--- src/rtl/vd2_scan_ctrl_if.sv ---
// Handshake and data bundle between the 5:1 mux scan controller and its environment.
// With VD2_SCAN_HOLD_EN defined the bundle also carries the scan hold request.
interface vd2_scan_ctrl_if #(
    parameter int DATA_WIDTH = 3
);
    logic                  start;
    logic                  cont;
    logic                  stop;
`ifdef VD2_SCAN_HOLD_EN
    logic                  hold;
`endif
    logic [DATA_WIDTH-1:0] m_in;
    logic                  s2;
    logic                  s1;
    logic                  s0;
    logic [DATA_WIDTH-1:0] samp_data;
    logic [2:0]            samp_idx;
    logic                  samp_valid;
    logic                  busy;
    logic                  done;

    modport master (
        output start, cont, stop, m_in,
`ifdef VD2_SCAN_HOLD_EN
        output hold,
`endif
        input  s2, s1, s0, samp_data, samp_idx, samp_valid, busy, done
    );

    modport slave (
        input  start, cont, stop, m_in,
`ifdef VD2_SCAN_HOLD_EN
        input  hold,
`endif
        output s2, s1, s0, samp_data, samp_idx, samp_valid, busy, done
    );
endinterface

--- src/rtl/vd2_scan_ctrl.sv ---
// Select driver and sample collector for the 5:1 channel mux: dwell, capture, advance.
// Optional VD2_SCAN_HOLD_EN adds a hold input that freezes the scan in place.
module vd2_scan_ctrl #(
    parameter int DATA_WIDTH = 3,
    parameter int DWELL      = 4,
    parameter int NUM_CH     = 5
) (
    input  logic            clk,
    input  logic            rst_n,
    vd2_scan_ctrl_if.slave  bus
);
    typedef enum logic {IDLE, SCAN} state_t;

    localparam logic [7:0] CNT_LAST = 8'(DWELL - 1);
    localparam logic [2:0] IDX_LAST = 3'(NUM_CH - 1);

    state_t                state, state_nxt;
    logic [2:0]            idx, idx_nxt;
    logic [7:0]            cnt, cnt_nxt;
    logic                  cont_q, cont_nxt;
    logic                  stop_pending, stop_nxt;
    logic [DATA_WIDTH-1:0] samp_data_q, sdata_nxt;
    logic [2:0]            samp_idx_q, sidx_nxt;
    logic                  samp_valid_q, vld_nxt;
    logic                  done_q, done_nxt;
    logic                  adv;

`ifdef VD2_SCAN_HOLD_EN
    assign adv = ~bus.hold;
`else
    assign adv = 1'b1;
`endif

    always_ff @(posedge clk or negedge rst_n) begin
        if (!rst_n) begin
            state        <= IDLE;
            idx          <= '0;
            cnt          <= '0;
            cont_q       <= 1'b0;
            stop_pending <= 1'b0;
            samp_data_q  <= '0;
            samp_idx_q   <= '0;
            samp_valid_q <= 1'b0;
            done_q       <= 1'b0;
        end else begin
            state        <= state_nxt;
            idx          <= idx_nxt;
            cnt          <= cnt_nxt;
            cont_q       <= cont_nxt;
            stop_pending <= stop_nxt;
            samp_data_q  <= sdata_nxt;
            samp_idx_q   <= sidx_nxt;
            samp_valid_q <= vld_nxt;
            done_q       <= done_nxt;
        end
    end

    always_comb begin
        state_nxt = state;
        idx_nxt   = idx;
        cnt_nxt   = cnt;
        cont_nxt  = cont_q;
        stop_nxt  = stop_pending;
        sdata_nxt = samp_data_q;
        sidx_nxt  = samp_idx_q;
        vld_nxt   = 1'b0;
        done_nxt  = 1'b0;
        unique case (state)
            IDLE: begin
                if (bus.start) begin
                    state_nxt = SCAN;
                    idx_nxt   = '0;
                    cnt_nxt   = '0;
                    cont_nxt  = bus.cont;
                    stop_nxt  = 1'b0;
                end
            end
            SCAN: begin
                if (bus.stop) stop_nxt = 1'b1;
                if (adv) begin
                    if (cnt == CNT_LAST) begin
                        cnt_nxt   = '0;
                        sdata_nxt = bus.m_in;
                        sidx_nxt  = idx;
                        vld_nxt   = 1'b1;
                        if (idx < IDX_LAST) begin
                            idx_nxt = idx + 3'd1;
                        end else begin
                            idx_nxt = '0;
                            // a stop landing on the last sample still ends this sweep
                            if (!(cont_q && !stop_pending && !bus.stop)) begin
                                done_nxt  = 1'b1;
                                stop_nxt  = 1'b0;
                                state_nxt = IDLE;
                            end
                        end
                    end else begin
                        cnt_nxt = cnt + 8'd1;
                    end
                end
            end
            default: state_nxt = IDLE;
        endcase
    end

    always_comb begin
        {bus.s2, bus.s1, bus.s0} = idx;
        bus.samp_data  = samp_data_q;
        bus.samp_idx   = samp_idx_q;
        bus.samp_valid = samp_valid_q;
        bus.busy       = (state == SCAN);
        bus.done       = done_q;
    end
endmodule

--- src/flat_wrapper.sv ---
// flat-port wrapper written by rule: the top's interface ports become plain ports
module vd2_scan_ctrl_flat 
#(
    parameter int DATA_WIDTH = 3,
    parameter int DWELL      = 4,
    parameter int NUM_CH     = 5
)
  (clk, rst_n, bus_start, bus_cont, bus_stop, bus_m_in, bus_s2, bus_s1, bus_s0, bus_samp_data, bus_samp_idx, bus_samp_valid, bus_busy, bus_done);
  vd2_scan_ctrl_if #(.DATA_WIDTH(DATA_WIDTH)) bus_i ();
  input  logic clk;
  input  logic rst_n;
  input wire logic [$bits(bus_i.start)-1:0] bus_start;
  input wire logic [$bits(bus_i.cont)-1:0] bus_cont;
  input wire logic [$bits(bus_i.stop)-1:0] bus_stop;
  input wire logic [$bits(bus_i.m_in)-1:0] bus_m_in;
  output wire logic [$bits(bus_i.s2)-1:0] bus_s2;
  output wire logic [$bits(bus_i.s1)-1:0] bus_s1;
  output wire logic [$bits(bus_i.s0)-1:0] bus_s0;
  output wire logic [$bits(bus_i.samp_data)-1:0] bus_samp_data;
  output wire logic [$bits(bus_i.samp_idx)-1:0] bus_samp_idx;
  output wire logic [$bits(bus_i.samp_valid)-1:0] bus_samp_valid;
  output wire logic [$bits(bus_i.busy)-1:0] bus_busy;
  output wire logic [$bits(bus_i.done)-1:0] bus_done;
  assign bus_i.start = bus_start;
  assign bus_i.cont = bus_cont;
  assign bus_i.stop = bus_stop;
  assign bus_i.m_in = bus_m_in;
  assign bus_s2 = bus_i.s2;
  assign bus_s1 = bus_i.s1;
  assign bus_s0 = bus_i.s0;
  assign bus_samp_data = bus_i.samp_data;
  assign bus_samp_idx = bus_i.samp_idx;
  assign bus_samp_valid = bus_i.samp_valid;
  assign bus_busy = bus_i.busy;
  assign bus_done = bus_i.done;
  vd2_scan_ctrl #(.DATA_WIDTH(DATA_WIDTH), .DWELL(DWELL), .NUM_CH(NUM_CH)) u_core (.clk(clk), .rst_n(rst_n), .bus(bus_i));
endmodule
--- config.mk ---
export PLATFORM = sky130hd
export DESIGN_NAME = vd2_scan_ctrl_flat
export DESIGN_NICKNAME = d
export VERILOG_FILES = /design/src/rtl/vd2_scan_ctrl_if.sv /design/src/rtl/vd2_scan_ctrl.sv /design/src/flat_wrapper.sv
export SDC_FILE = /design/constraint.sdc
export NUM_CORES = 1
export LEC_CHECK = 0
export CAP_MARGIN = 20
export CELL_PAD_IN_SITES_DETAIL_PLACEMENT = 1
export CELL_PAD_IN_SITES_GLOBAL_PLACEMENT = 1
export CORE_MARGIN = 1
export CORE_UTILIZATION = 43
export DETAILED_ROUTE_END_ITERATION = 16
export HOLD_SLACK_MARGIN = 0.12
export MAX_ROUTING_LAYER = met4
export PLACE_DENSITY = 0.83
export SLEW_MARGIN = 20
export SYNTH_ARGS = -nofsm -noshare
export SYNTH_HDL_FRONTEND = slang
export SYNTH_SLANG_ARGS = --single-unit
--- constraint.sdc ---
create_clock -name clk -period 4.1 [get_ports clk]
set_clock_uncertainty 0.1 [all_clocks]
set_input_delay 0.615 -clock clk [delete_from_list [all_inputs] [get_ports clk]]
set_output_delay 0.615 -clock clk [all_outputs]
set_load 0.02 [all_outputs]
==> impl_metrics.yaml <==
worst_setup_path:
  cp-start-kind: "register"
  slowest_stage: "dfrtp_1"
  path_cells: "clkdlybuf4s50_1"
  cp.arrival_ns: 1.80
  cp-end-kind: "primary output"
  critPathMaxStageDelay_ns: 0.76
  cp_max_fo: 20
  cp.buffers_inverters: 1
  crit_type: "reg2out"
  rrSetupSlack_ns: 2.12
  path_delay_family: "flip-flops"
  required_ns: 3.38
sta:
  holdWs_ns: 0.1358
  setup_viol: 0
  slew_headroom: 0.5890
  worstMarginPinSlew_ns: 0.6165
  fmax_ghz: 0.3973
  tns_ns: 0
  rsz0062_at_grt: "false"
  finalHoldViolations: 0
  drv_slew: 0
  fin_crit_sh: 0.6138
  min_period_ns: 2.517
route:
  wirelength_um: 2485
  wire_per_inst_um: 16.46
  final_antenna_net_count: 0
  drtIter0Drc: 9
  vias_per_cell: 5.768
  num_vias: 871
  drtPass1Iterations: 4
  drc: 0
yosys:
  synthesis.area_um2: 1110
  yosysMostFrequentCell: "dfrtp_1"
  syn_area_per_cell_um2: 10.88
  synthTopCellsByArea: "dfrtp_1 50%, mux2_4 8.1%, nand2_1 5.4%, ha_1 3.4%, a31oi_1 2.3%"
  async_flop_share: 1.000
  yosysTopAreaCellShare: 0.4961
  syn_inst: 102
  synth_seq_cells: 22
  yosys.area.top_type: "dfrtp_1"
  synth_ff_type: "dfrtp_1"
  synth_nets: 113
  ys_seq_area_frac: 0.4961
  ys_types: 33
  yosys-top-cells-count: "22 x dfrtp_1, 16 x nand2_1, 6 x mux2_4"
  ys_warn_count: 0
  synth-edff-count: 0
floorplanning:
  io_pins: 20
  dieWidth_um: 52.81
  coreArea_um2: 2455
  die_h_um: 52.81
  rows: 18
  die_area_um2: 2788
  start_util: 0.4521
min_path:
  worst_hold_path_type: "in2async"
power:
  p_leak_nw: 0.5786
  intPower_w: 0.0005444
  p_clk_frac: 0.139
  pwr-share-comb: 0.397
  power_switching_w: 0.0003594
  vdd_drop_max_mv: 0.3626
  p_per_area_nw_per_um2: 672.6
  p_sw_frac: 0.3977
  power_frac_seq: 0.464
place:
  placed_cell_area_um2: 1313
  dpl.cell_count: 147
  hpwl_um: 1741
  portBuffers: 19
  place_congestion: 0.8188
clock_network:
  clk_latency_ns: 0.32
  cts_root_buf: "clkbuf_4"
  hold_buffers: 0
  post_cts_resized: 0
  cts_buffers: 3
  tritoncts: "built"
  htreeDepth: 1
  cts_setup_buffers: 0
  clkTransAtPathRegs_ns: 0.13
  clock_path_buffers: 2
  clock-sinks: 22
layout:
  nNetsFinal: 133
  synthToLayoutAreaGrowth_pct: 21.08
  fillerInstances: 276
  antenna_cells: 0
  final_util: 0.5474
  final_area_um2: 1344
  drive_gt1_frac: 0.1570
  final_cells: 151
global_route:
  antenna_found_initial: 0
  grtUsageTotal: 0.2102
  grt_pass1_vias: 888
  grt_pass1_wl_um: 4133
  grt_max_degree: 23
  grt_overflow_total: 0
outcome:
  status: "finished clean"
flow_run:
  maxCapViolCount: 0
==> area by class of cell <==
class	instances	area (um^2)	share of cell area
clock buffer	4	36.28	0.02700
inverter	5	21.27	0.01583
multi-input combinational	71	513.0	0.3818
sequential	22	550.5	0.4097
tap	30	37.54	0.02793
timing repair buffer	19	185.2	0.1378
==> power by group through the flow <==
stage | clock network (W) | logic [W] | registers [W]
floorplan | 0 | 0.000212 | 0.000428
global placement | 0 | 0.000348 | 0.000415
detailed placement | 0 | 0.000359 | 0.000424
CTS | 0.000129 | 0.000365 | 0.000420
global route | 0.000134 | 0.000397 | 0.000434
finish | 0.000125 | 0.000359 | 0.000420
==> stage by stage <==
step	power (W)	worst slack, ns
finish	0.0009038	1.583
CTS	0.0009138	1.583
global placement	0.0007630	1.974
detailed placement	0.0007833	1.946
floorplan	0.0006405	2.387
global route	0.0009646	1.514
==> placed cells by master (no fill, tap or decap), drive strengths merged <==
| cell | instances |
|---|---|
| a21oi | 4 |
| a31o | 1 |
| a31oi | 4 |
| a41oi | 1 |
| and2 | 2 |
| and3 | 2 |
| and4 | 1 |
| buf | 1 |
| clkbuf | 4 |
| clkdlybuf4s50 | 18 |
| dfrtp | 22 |
| ha | 3 |
| inv | 5 |
| mux2 | 6 |
| mux2i | 1 |
| nand2 | 16 |
| nand3 | 6 |
| nand4 | 3 |
| nand4b | 1 |
| nor2 | 3 |
| nor2b | 2 |
| nor3 | 1 |
| nor4b | 1 |
| o2111ai | 1 |
| o211ai | 3 |
| o21ai | 5 |
| o311ai | 1 |
| o31ai | 1 |
| or4 | 2 |
==> kinds of logic after synthesis <==
logic type               synth area share
AO/OA/AOI/OAI                      0.1218
flip-flops                         0.4961
AND/OR/NAND/NOR                    0.2165
multiplexers                      0.09020
buffers and inverters             0.04171
adder cells (fa/ha/maj)           0.03383
==> per-layer routing <==
layer  part of all wire  wire length [um]  global-route usage
met2               0.51              1262              0.3502
met5                  0                 0                   -
met3              0.023                57             0.02609
met4              0.013                32             0.07895
met1               0.46              1133              0.2585
==> flip-flops by register name (all words and copies together), names as in the netlist <==
signal                 count
u_core.bus.samp_idx        3
u_core.idx                 3
u_core.stop_pending        1
u_core.bus.samp_valid      1
u_core.cont_q              1
u_core.bus.busy            1
u_core.cnt                 8
u_core.bus.samp_data       3
u_core.bus.done            1
==> path summary, 6_finish.rpt <==
| check | cells past startpoint | from | end |
|---|---|---|---|
| setup / recovery | 1 | u_core.bus.busy$_DFF_PN0_ | bus_busy |
| hold reg to reg | 1 | u_core.bus.samp_idx[2]$_DFFE_PN0P_ | u_core.bus.samp_idx[2]$_DFFE_PN0P_ |
| hold / removal | 1 | rst_n | u_core.bus.samp_idx[2]$_DFFE_PN0P_ |
| max in group asynchronous | 1 | rst_n | u_core.cnt[5]$_DFFE_PN0P_ |
| setup reg to reg | 5 | u_core.cnt[0]$_DFFE_PN0P_ | u_core.bus.samp_data[0]$_DFFE_PN0P_ |
| min in group clk | 1 | u_core.bus.samp_idx[2]$_DFFE_PN0P_ | u_core.bus.samp_idx[2]$_DFFE_PN0P_ |
Power figures use the tool's default switching activity.
